## config.mk

```make
export PLATFORM = sky130hd
export DESIGN_NAME = seq_detector_param
export DESIGN_NICKNAME = d
export VERILOG_FILES = /design/src/rtl/seq_det_pkg.sv /design/src/rtl/seq_det_match.sv /design/src/rtl/seq_detector_param.sv
export SDC_FILE = /design/constraint.sdc
export NUM_CORES = 1
export LEC_CHECK = 0
export CAP_MARGIN = 40
export CELL_PAD_IN_SITES_DETAIL_PLACEMENT = 0
export CELL_PAD_IN_SITES_GLOBAL_PLACEMENT = 1
export CORE_AREA = 4 4 63 88
export CTS_BUF_LIST = sky130_fd_sc_hd__clkbuf_4
export DETAILED_ROUTE_END_ITERATION = 12
export DIE_AREA = 0 0 67 92
export GPL_TIMING_DRIVEN = 0
export PLACE_DENSITY = 0.75
export SLEW_MARGIN = 0
export SYNTH_ARGS = -nofsm -noshare
export SYNTH_HDL_FRONTEND = slang
export SYNTH_SLANG_ARGS = --single-unit
```

## constraint.sdc

```tcl
create_clock -name clk -period 2.75 [get_ports clk]
set_clock_uncertainty 0.1 [all_clocks]
set_input_delay 0.4125 -clock clk [delete_from_list [all_inputs] [get_ports clk]]
set_output_delay 0.4125 -clock clk [all_outputs]
set_load 0.02 [all_outputs]
```

## src/rtl/seq_det_pkg.sv

```systemverilog
// seq_det_pkg: shared defaults and helpers for the serial pattern detector
package seq_det_pkg;

    localparam logic [4:0] DEFAULT_PATTERN = 5'b10101;
    localparam int         DEFAULT_LEN     = 5;

    // A zero length would never match, so it is treated as one; anything wider
    // than the hardware window collapses to the full window.
    function automatic int clamp_len(input int len, input int max_len);
        return (len == 0) ? 1 : (len > max_len) ? max_len : len;
    endfunction

endpackage

```

## src/rtl/seq_det_match.sv

```systemverilog
// seq_det_match: masked compare of the newest len bits of {hist, x} against pat
module seq_det_match #(
    parameter  int MAX_LEN = 8,
    localparam int LEN_W   = $clog2(MAX_LEN) + 1
) (
    input  logic [MAX_LEN-1:0] hist_i,
    input  logic               x_i,
    input  logic [MAX_LEN-1:0] pat_i,
    input  logic [LEN_W-1:0]   len_i,
    output logic               match_o
);

    logic [MAX_LEN:0] word;
    logic [MAX_LEN:0] mask;

    // Only the low len bits take part; the mask is built by shifting ones out.
    always_comb begin
        word    = {hist_i, x_i};
        mask    = ~({(MAX_LEN + 1){1'b1}} << len_i);
        match_o = ((word ^ {1'b0, pat_i}) & mask) == '0;
    end

endmodule

```

## src/rtl/seq_detector_param.sv

```systemverilog
// seq_detector_param: runtime-programmable serial pattern detector with Mealy/registered match and saturating count
module seq_detector_param
    import seq_det_pkg::*;
#(
    parameter  int MAX_LEN = 8,
    parameter  int CNT_W   = 8,
    localparam int LEN_W   = $clog2(MAX_LEN) + 1
) (
    input  logic               clk,
    input  logic               reset,
    input  logic               in_valid,
    input  logic               x,
    input  logic               cfg_load,
    input  logic [MAX_LEN-1:0] cfg_pattern,
    input  logic [LEN_W-1:0]   cfg_len,
    input  logic               cfg_overlap,
    output logic               z,
    output logic               z_q,
    output logic [CNT_W-1:0]   match_count
);

    logic [MAX_LEN-1:0] pat_q, pat_d;
    logic [LEN_W-1:0]   len_q, len_d;
    logic               ovl_q, ovl_d;
    logic [MAX_LEN-1:0] hist_q, hist_d;
    logic [LEN_W-1:0]   fill_q, fill_d;
    logic [CNT_W-1:0]   cnt_q, cnt_d;
    logic               raw_match;

    seq_det_match #(.MAX_LEN(MAX_LEN)) u_match (
        .hist_i  (hist_q),
        .x_i     (x),
        .pat_i   (pat_q),
        .len_i   (len_q),
        .match_o (raw_match)
    );

    // Mealy match: a full window of valid history plus the current bit must agree with the pattern.
    assign z = in_valid && !cfg_load && (fill_q >= len_q - LEN_W'(1)) && raw_match;

    assign match_count = cnt_q;

    // Next-state: configuration load wins over data; idle cycles hold everything.
    always_comb begin
        pat_d  = pat_q;
        len_d  = len_q;
        ovl_d  = ovl_q;
        hist_d = hist_q;
        fill_d = fill_q;
        cnt_d  = cnt_q;
        if (cfg_load) begin
            pat_d  = cfg_pattern;
            len_d  = LEN_W'(clamp_len(int'(cfg_len), MAX_LEN));
            ovl_d  = cfg_overlap;
            hist_d = '0;
            fill_d = '0;
            cnt_d  = '0;
        end else if (in_valid) begin
            hist_d = {hist_q[MAX_LEN-2:0], x};
            fill_d = (z && !ovl_q) ? '0 :
                     (fill_q == LEN_W'(MAX_LEN)) ? fill_q : fill_q + 1'b1;
            cnt_d  = (z && cnt_q != '1) ? cnt_q + 1'b1 : cnt_q;
        end
    end

    // State registers with synchronous reset back to the default pattern.
    always_ff @(posedge clk) begin
        if (reset) begin
            pat_q  <= MAX_LEN'(DEFAULT_PATTERN);
            len_q  <= LEN_W'(DEFAULT_LEN);
            ovl_q  <= 1'b1;
            hist_q <= '0;
            fill_q <= '0;
            cnt_q  <= '0;
            z_q    <= 1'b0;
        end else begin
            pat_q  <= pat_d;
            len_q  <= len_d;
            ovl_q  <= ovl_d;
            hist_q <= hist_d;
            fill_q <= fill_d;
            cnt_q  <= cnt_d;
            z_q    <= z;
        end
    end

endmodule

```

# Word level (Yosys, flattened, before mapping)

Cells that the tools add are included.

Bits in registers: 34
Input port bits: 18
Logic and storage cells: 35
Output and inout port bits: 10

$add $sub $neg: 3
Shifts and indexed selects: 1
Reduce and logical (&&, ||, !) cells: 12
Eq/ne operators: 3
Bitwise operators: 3
Mux-type cells: 4
Magnitude comparators: 2

Operators with widths:

| cell                                             | number |
|---|---|
| two-way mux 4 bit                                | 4 |
| bitwise AND 9 bit                                | 1 |
| logical NOT 9 bit                                | 1 |
| inverter 9 bit                                   | 1 |
| << shifter 9 x 4 -> 9 bit, first input constant  | 1 |
| XOR 9 x 8 -> 9 bit                               | 1 |
| adder 8 x 1 -> 8 bit, second input constant      | 1 |
| inequality test 8 bit, second input constant     | 1 |
| logical AND 1 bit                                | 5 |
| adder 4 x 1 -> 4 bit, second input constant      | 1 |
| equality test 4 bit, second input constant       | 1 |
| >= comparator 4 bit                              | 1 |
| > comparator 4 bit, second input constant        | 1 |
| logical NOT 4 bit                                | 1 |
| AND reduction 2 bit                              | 2 |
| subtractor 4 x 1 -> 4 bit, second input constant | 1 |
| logical NOT 1 bit                                | 2 |
| inequality test 2 bit, second input constant     | 1 |
| OR reduction 2 bit                               | 1 |

# Depth between registers and ports, before layout

Gate-level depths: netlist (run 1).

Depth in word-level cells: 8
Mapped depth: 11

# By module

Synthesis (run 1) repeated with hierarchy kept, for this count alone.

Cell total of the unflattened synthesis: 182
Area, all modules: 1,690.4 um^2

By module, submodules not included:

| module             | instances | area an instance (um^2) | cells each |
|---|---|---|---|
| seq_detector_param | 1         | 1,515.2                 | 160 |
| seq_det_match      | 1         | 175.2                   | 22 |

# Least setup slack after synthesis (run 1)

Ideal clock, no wire load.

Path type: register to register
Start point: reg len_q[1]
End point: reg cnt_q[4], in the netlist match_count[4]
Data required time: 2,535 ps
Library setup time: 115 ps
Path slack: 186 ps
Data arrival time: 2,349 ps
Stages on the path, launching flop included: 12
Path through: dfxtp_1 -> inv_1 -> ha_1 -> xnor2_1 -> ha_1 -> o21a_1 -> o22a_1 -> nand4b_1 -> or3_4 -> clkbuf_1 -> o21a_1 -> o21a_1

Cells in the longest elaborated chain, start to end: 7

Ends and longest elaborated chain:

| item                                                              | line                     | source |
|---|---|---|
| start: declaration                                                | seq_detector_param.sv:23 | `logic [LEN_W-1:0] len_q, len_d;` |
| start signal: assignment                                          | seq_detector_param.sv:70 | `len_q <= LEN_W'(DEFAULT_LEN);` |
| start signal: assignment                                          | seq_detector_param.sv:78 | `len_q <= len_d;` |
| branches (longest 4 deep; another with subtractor 4 x 1 -> 4 bit) | n/a                      |  |
| logical AND 1 bit (*)                                             | seq_detector_param.sv:39 | `assign z = in_valid && !cfg_load && (fill_q >= len_q - LEN_W'(1)) && raw_match;` |
| logical AND 1 bit (*)                                             | seq_detector_param.sv:62 | `cnt_d = (z && cnt_q != '1) ? cnt_q + 1'b1 : cnt_q;` |
| AND reduction 2 bit (no source line) (*)                          | n/a                      |  |
| end signal: assignment                                            | seq_detector_param.sv:82 | `cnt_q <= cnt_d;` |
| end: declaration                                                  | seq_detector_param.sv:27 | `logic [CNT_W-1:0] cnt_q, cnt_d;` |

Mark *: on every way between the ends.
A chain may end at the register's enable or synchronous reset.

# Final worst setup path (run 1)

Start point: reg len_q[1]
End point: reg cnt_q[5], in the netlist match_count[5]

Same word-level chain as after synthesis.

==> results.py, run 1 <==
metrics = {
    "outcome": {
        "status": "completed",
    },
    "yosys": {
        "avgSynthCellArea_um2": 9.10,
        "seq_area_frac_synth_pct": 38.7,
        "yosysUniqueCellTypes": 39,
        "synth-edff-count": 0,
        "postSynthCellCount": 193,
        "ys_ff_latch": 34,
        "ys_warn_count": 0,
        "synth_ff_type": "dfxtp_1",
        "synth_area_um2": 1760,
        "synthArstFlopShare_pct": 0,
        "syn_nets": 221,
    },
    "pwr": {
        "p_per_area_nw_per_um2": 405,
        "ir_drop_mv": 0.333,
        "leakagePower_nw": 0.865,
    },
    "timing": {
        "period_share_pct": 99.1,
        "min_period_ns": 2.73,
        "rsz0062_at_grt": "true",
        "whs_ns": 0.400,
        "slew_violations": 0,
        "slew_headroom_pct": 59.5,
        "finalSetupTns_ns": 0,
        "worst_slew_pin_slew_ns": 0.608,
        "finalSetupViolCount": 0,
        "finalHoldViolations": 0,
        "max_freq_mhz": 367,
    },
    "global_routing": {
        "grt_overflow": 0,
        "grt_max_degree": 11,
        "antenna_found_initial": 0,
        "grt.total_usage_pct": 13.6,
        "grt_pass1_wl_mm": 6.40,
        "grt_pass1_vias": 1398,
    },
    "setup_path": {
        "worstPathMaxFanout": 7,
        "cp-start-kind": "flip-flop",
        "endpoint_kind": "flip-flop",
        "cp.arrival_ns": 2.89,
        "path_class": "reg2reg",
        "critPathRequiredTime_ns": 2.92,
    },
    "die": {
        "die-width_um": 67,
        "num_rows": 30,
        "initial_core_util_pct": 36.9,
        "io_pins": 28,
        "core_area_um2": 4770,
        "die_area_um2": 6160,
        "die_h_um": 92,
    },
    "route": {
        "via_count": 1472,
        "routed_wl_mm": 3.86,
        "firstDrtPassIters": 4,
        "postRouteAntennaNets": 0,
        "drc": 0,
        "avgRoutedWirePerCell_um": 13.1,
        "avgViaCountPerCell": 5.01,
        "drt_iter0_drc": 35,
    },
    "clock_network": {
        "tritoncts": "built",
        "cts_buffers": 5,
        "clock_path_buffers": 2,
        "h-tree-depth": 2,
        "cts_root_buf": "clkbuf_4",
        "clkSinkCount": 34,
        "clk_pin_slew_worst_paths_ns": 0.10,
        "clock_latency_ns": 0.33,
    },
    "place": {
        "portBuffers": 26,
        "gp_congestion": 0.779,
        "dpl_cell_area_um2": 2100,
        "dpl.hpwl_mm": 2.92,
    },
    "final_layout": {
        "fillers": 475,
        "final_common_cell": "dfxtp_1",
        "post-route-util_pct": 46.8,
        "layout-drive-gt1-share_pct": 13.5,
        "layout_common_cells": "dfxtp_1 (32), clkdlybuf4s50_1 (25), nor2_1 (19)",
        "areaGrowthSynthToFinish_pct": 26.9,
        "final_area_um2": 2230,
        "nNetsFinal": 257,
        "diodes": 0,
    },
    "hold_path": {
        "hold_class": "reg2reg",
    },
    "run": {
        "drv_cap": 0,
    },
}
==> final cells by class <==
| class | count | area [µm²] | share of cell area (%) |
|---|---|---|---|
| Sequential cell | 34 | 688 | 30.9 |
| Multi-Input combinational cell | 142 | 1050 | 47.1 |
| Timing Repair Buffer | 29 | 278 | 12.5 |
| Tap cell | 64 | 80.1 | 3.59 |
| Buffer | 8 | 48.8 | 2.19 |
| Clock buffer | 5 | 37.5 | 1.68 |
| Clock inverter | 3 | 11.3 | 0.505 |
| Inverter | 9 | 36.3 | 1.63 |
==> per-stage QoR <==
stage	total power, mW	std cells	worst slack [ns]
floorplan	0.610	193	0.186
global placement	0.657	283	-0.136
detailed placement	0.657	283	-0.124
CTS	0.918	293	0.00468
global route	0.961	294	-0.106
finish	0.904	294	0.0234
==> cells by family after synthesis <==
| kind of cell | after synthesis | synth area share, % |
|---|---|---|
| AOI/OAI and AO/OA | 38 | 15.0 |
| xor gates and xnor gates | 11 | 5.48 |
| adders and majority gates | 10 | 7.12 |
| buffers and inverters | 17 | 4.49 |
| DFF | 34 | 38.7 |
| muxes | 17 | 9.69 |
| and+or+nand+nor | 66 | 19.4 |
==> worst max-delay path, cell delays in order (launching register included) <==
cell	delay, ns
dfxtp_4	0.40
inv_2	0.05
ha_2	0.17
xnor2_1	0.13
ha_1	0.27
o21a_1	0.11
o22a_1	0.11
nand4b_1	0.13
buf_4	0.18
or3_4	0.39
or4_4	0.52
a21oi_2	0.12
==> flip-flops by register name, indices dropped and copies added (netlist names) <==
register     count
hist_q           8
match_count      8
pat_q            8
fill_q           4
len_q            4
ovl_q            1
z_q              1
==> timing repair <==
item	in CTS	in global routing
setup endpoints to repair	6	9
setup buffers	2	1
resized for setup	9	18
pin swaps	2	6
hold buffers	0	0
==> routing by layer <==
metal	part of all wire, %	GRT usage, %	vias up
met1	41	14.9	684
met2	54	24.4	29
li1	-	-	755
met3	3.4	4.04	4
met4	0.70	4.06	0
met5	0	0	-
==> path summary, 6_finish.rpt <==
| path | cells past startpoint | end | slack [ns] | from |
|---|---|---|---|---|
| worst min register to register | 2 | pat_q[2]$_SDFFE_PP1P_ | 0.40 | pat_q[2]$_SDFFE_PP1P_ |
| worst min-delay path | 2 | pat_q[2]$_SDFFE_PP1P_ | 0.40 | pat_q[2]$_SDFFE_PP1P_ |
| worst max-delay path | 11 | match_count[5]$_SDFFE_PP0P_ | 0.02 | len_q[1]$_SDFFE_PP0P_ |
| worst max register to register | 11 | match_count[5]$_SDFFE_PP0P_ | 0.02 | len_q[1]$_SDFFE_PP0P_ |
==> synth_stat cells, types with 2 or more instances <==
master / number / area (µm²)
a21oi_1: 9 / 45.0
nor3_1: 6 / 30.0
o21a_1: 5 / 37.5
or4_1: 3 / 22.5
clkbuf_1: 4 / 15.0
nand3b_1: 2 / 15.0
buf_6: 2 / 22.5
xnor2_1: 5 / 43.8
mux2i_1: 17 / 170
o211ai_1: 2 / 15.0
inv_1: 9 / 33.8
o31ai_1: 4 / 30.0
nor2_1: 19 / 71.3
o22a_1: 2 / 17.5
nand2b_1: 3 / 18.8
xor2_1: 6 / 52.6
a2111oi_0: 2 / 17.5
or3_1: 2 / 12.5
nand2_1: 15 / 56.3
dfxtp_1: 34 / 681
ha_1: 10 / 125
nand3_1: 7 / 35.0
nor2b_1: 2 / 12.5
buf_1: 2 / 7.51
o21ai_0: 7 / 35.0
==> report_power, final <==
part / internal, mW / switching, mW
clock network: 0.0911 / 0.161
logic: 0.0713 / 0.0636
registers: 0.505 / 0.0118
No activity file was read; power rests on OpenSTA's default activity.
==> run 2: changes to the inputs <==
- CORE_AREA: 4 4 63 88 -> 4 4 60 84
- DIE_AREA: 0 0 67 92 -> 0 0 64 88
- PLACE_DENSITY: 0.75 -> 0.79
- clock period: 2.75 -> 2.6 ns (I/O delays scaled with it)
==> results.py, run 2 (synthesis gave the netlist of run 1 again) <==
metrics = {
    "setup_path": {
        "worstPathMaxFanout": 6,
        "slowest_stage": "or4_1",
        "cp.arrival_ns": 2.79,
        "critical_path_buf_inv_count": 1,
        "path_class": "reg2reg",
        "critPathRequiredTime_ns": 2.77,
        "crit_cells": 10,
        "path_cells": "inv_4 > ha_4 > xnor2_2 > ha_1 > o21a_1 > o22a_1 > nand4b_1 > or3_4 > or4_1 > a21oi_1",
        "cp_top_family": "simple AND/OR/NAND/NOR gates",
        "rrSetupSlack_ns": -0.02,
        "max_stage_delay_ns": 0.48,
        "cp-start-kind": "flip-flop",
        "endpoint_kind": "flip-flop",
        "rr_worst_depth": 10,
    },
    "final_layout": {
        "layout-drive-gt1-share_pct": 13.5,
        "areaGrowthSynthToFinish_pct": 28.4,
        "post-route-util_pct": 53.2,
        "nNetsFinal": 257,
        "fillers": 408,
        "layout_common_cells": "dfxtp_1 (32), clkdlybuf4s50_1 (25), nor2_1 (19)",
        "final_area_um2": 2260,
        "final_cells": 290,
        "final_common_cell": "dfxtp_1",
        "diodes": 0,
    },
    "die": {
        "core_area_um2": 4240,
        "die-width_um": 64,
        "die_h_um": 88,
        "io_pins": 28,
        "initial_core_util_pct": 41.4,
        "num_rows": 28,
        "die_area_um2": 5630,
    },
    "run": {
        "drv_cap": 0,
    },
    "route": {
        "postRouteAntennaNets": 0,
        "routed_wl_mm": 3.83,
        "drc": 0,
        "avgViaCountPerCell": 5.06,
        "firstDrtPassIters": 4,
        "avgRoutedWirePerCell_um": 13.2,
        "via_count": 1466,
        "drt_iter0_drc": 71,
    },
    "clock_network": {
        "clkSinkCount": 34,
        "hold_buffers": 0,
        "cts_root_buf": "clkbuf_4",
        "clock_path_buffers": 2,
        "tritoncts": "built",
        "cts_buffers": 5,
        "clock_latency_ns": 0.34,
        "clk_pin_slew_worst_paths_ns": 0.10,
        "h-tree-depth": 2,
    },
    "global_routing": {
        "grt.total_usage_pct": 15.1,
        "grt_pass1_vias": 1435,
        "grt_max_degree": 11,
        "grt_pass1_wl_mm": 6.56,
        "grt_overflow": 0,
        "antenna_found_initial": 0,
    },
    "pwr": {
        "power.internal_mw": 0.721,
        "p_clk_share_pct": 29.4,
        "ir_drop_mv": 0.280,
        "switching_share_pct": 26.1,
        "p_per_area_nw_per_um2": 433,
        "combPwrFrac_pct": 14.7,
        "leakagePower_nw": 0.881,
        "power_frac_seq_pct": 55.9,
        "switching_power_mw": 0.255,
        "total_power_mw": 0.977,
    },
    "hold_path": {
        "min_path_cells": 2,
        "hold_class": "reg2reg",
    },
    "place": {
        "dpl.hpwl_mm": 2.96,
        "gp_congestion": 0.818,
        "dp_cells": 279,
        "dpl_cell_area_um2": 2090,
        "portBuffers": 26,
        "dp_slack_ns": -0.280,
    },
    "timing": {
        "finalSetupTns_ns": -0.0372,
        "min_period_ns": 2.62,
        "postLayoutSetupSlackWorst_ns": -0.0208,
        "period_share_pct": 101,
        "worst_slew_pin_slew_ns": 0.629,
        "slew_violations": 0,
        "max_freq_mhz": 382,
        "finalHoldViolations": 0,
        "slew_headroom_pct": 58.1,
        "finalSetupViolCount": 2,
        "rsz0062_at_grt": "true",
        "whs_ns": 0.403,
    },
    "outcome": {
        "violations": "negative setup slack",
        "status": "complete, but fails checks",
    },
}
[run 2: path summary, 6_finish.rpt]
check	startpoint	endpoint
setup / recovery	len_q[0]$_SDFFE_PP1P_	match_count[7]$_SDFFE_PP0P_
hold / removal	match_count[1]$_SDFFE_PP0P_	match_count[1]$_SDFFE_PP0P_
setup reg to reg	len_q[0]$_SDFFE_PP1P_	match_count[7]$_SDFFE_PP0P_
hold reg to reg	match_count[1]$_SDFFE_PP0P_	match_count[1]$_SDFFE_PP0P_
[run 2: tightest hold or removal path, delay by kind of cell, from the launching register on]
family	cells	cell delay, ns
simple gates	1	0.06
flops	1	0.36
compound gates	1	0.05
[run 2: area by class of cell]
cell class	count	area, µm²	share of cell area (%)
Clock inverter	2	8.76	0.388
Clock buffer	6	45.0	2.00
Tap cell	60	75.1	3.33
Buffer	8	56.3	2.50
Timing Repair Buffer	29	282	12.5
Inverter	9	36.3	1.61
Multi-Input combinational cell	142	1060	47.2
Sequential cell	34	688	30.5
[run 2: routing by layer]
metal	GRT usage [%]	wire length [µm]
met2	28.2	2040
met5	0	0
met1	16.0	1570
met3	4.11	157
met4	5.70	58
[run 2: power by group through the flow]
stage / clock network, mW / registers (mW) / logic [mW]
after floorplan: 0 / 0.555 / 0.0899
after global placement: 0 / 0.558 / 0.136
after detailed placement: 0 / 0.559 / 0.138
after CTS: 0.300 / 0.546 / 0.145
after global routing: 0.318 / 0.548 / 0.163
final: 0.287 / 0.546 / 0.144
[run 2: repair_timing]
| item | 4_1_cts | 5_1_grt |
|---|---|---|
| pin swaps | 4 | 1 |
| gates resized for setup | 17 | 13 |
| endpoints found under the setup margin | 11 | 11 |
| setup buffers | 2 | 1 |
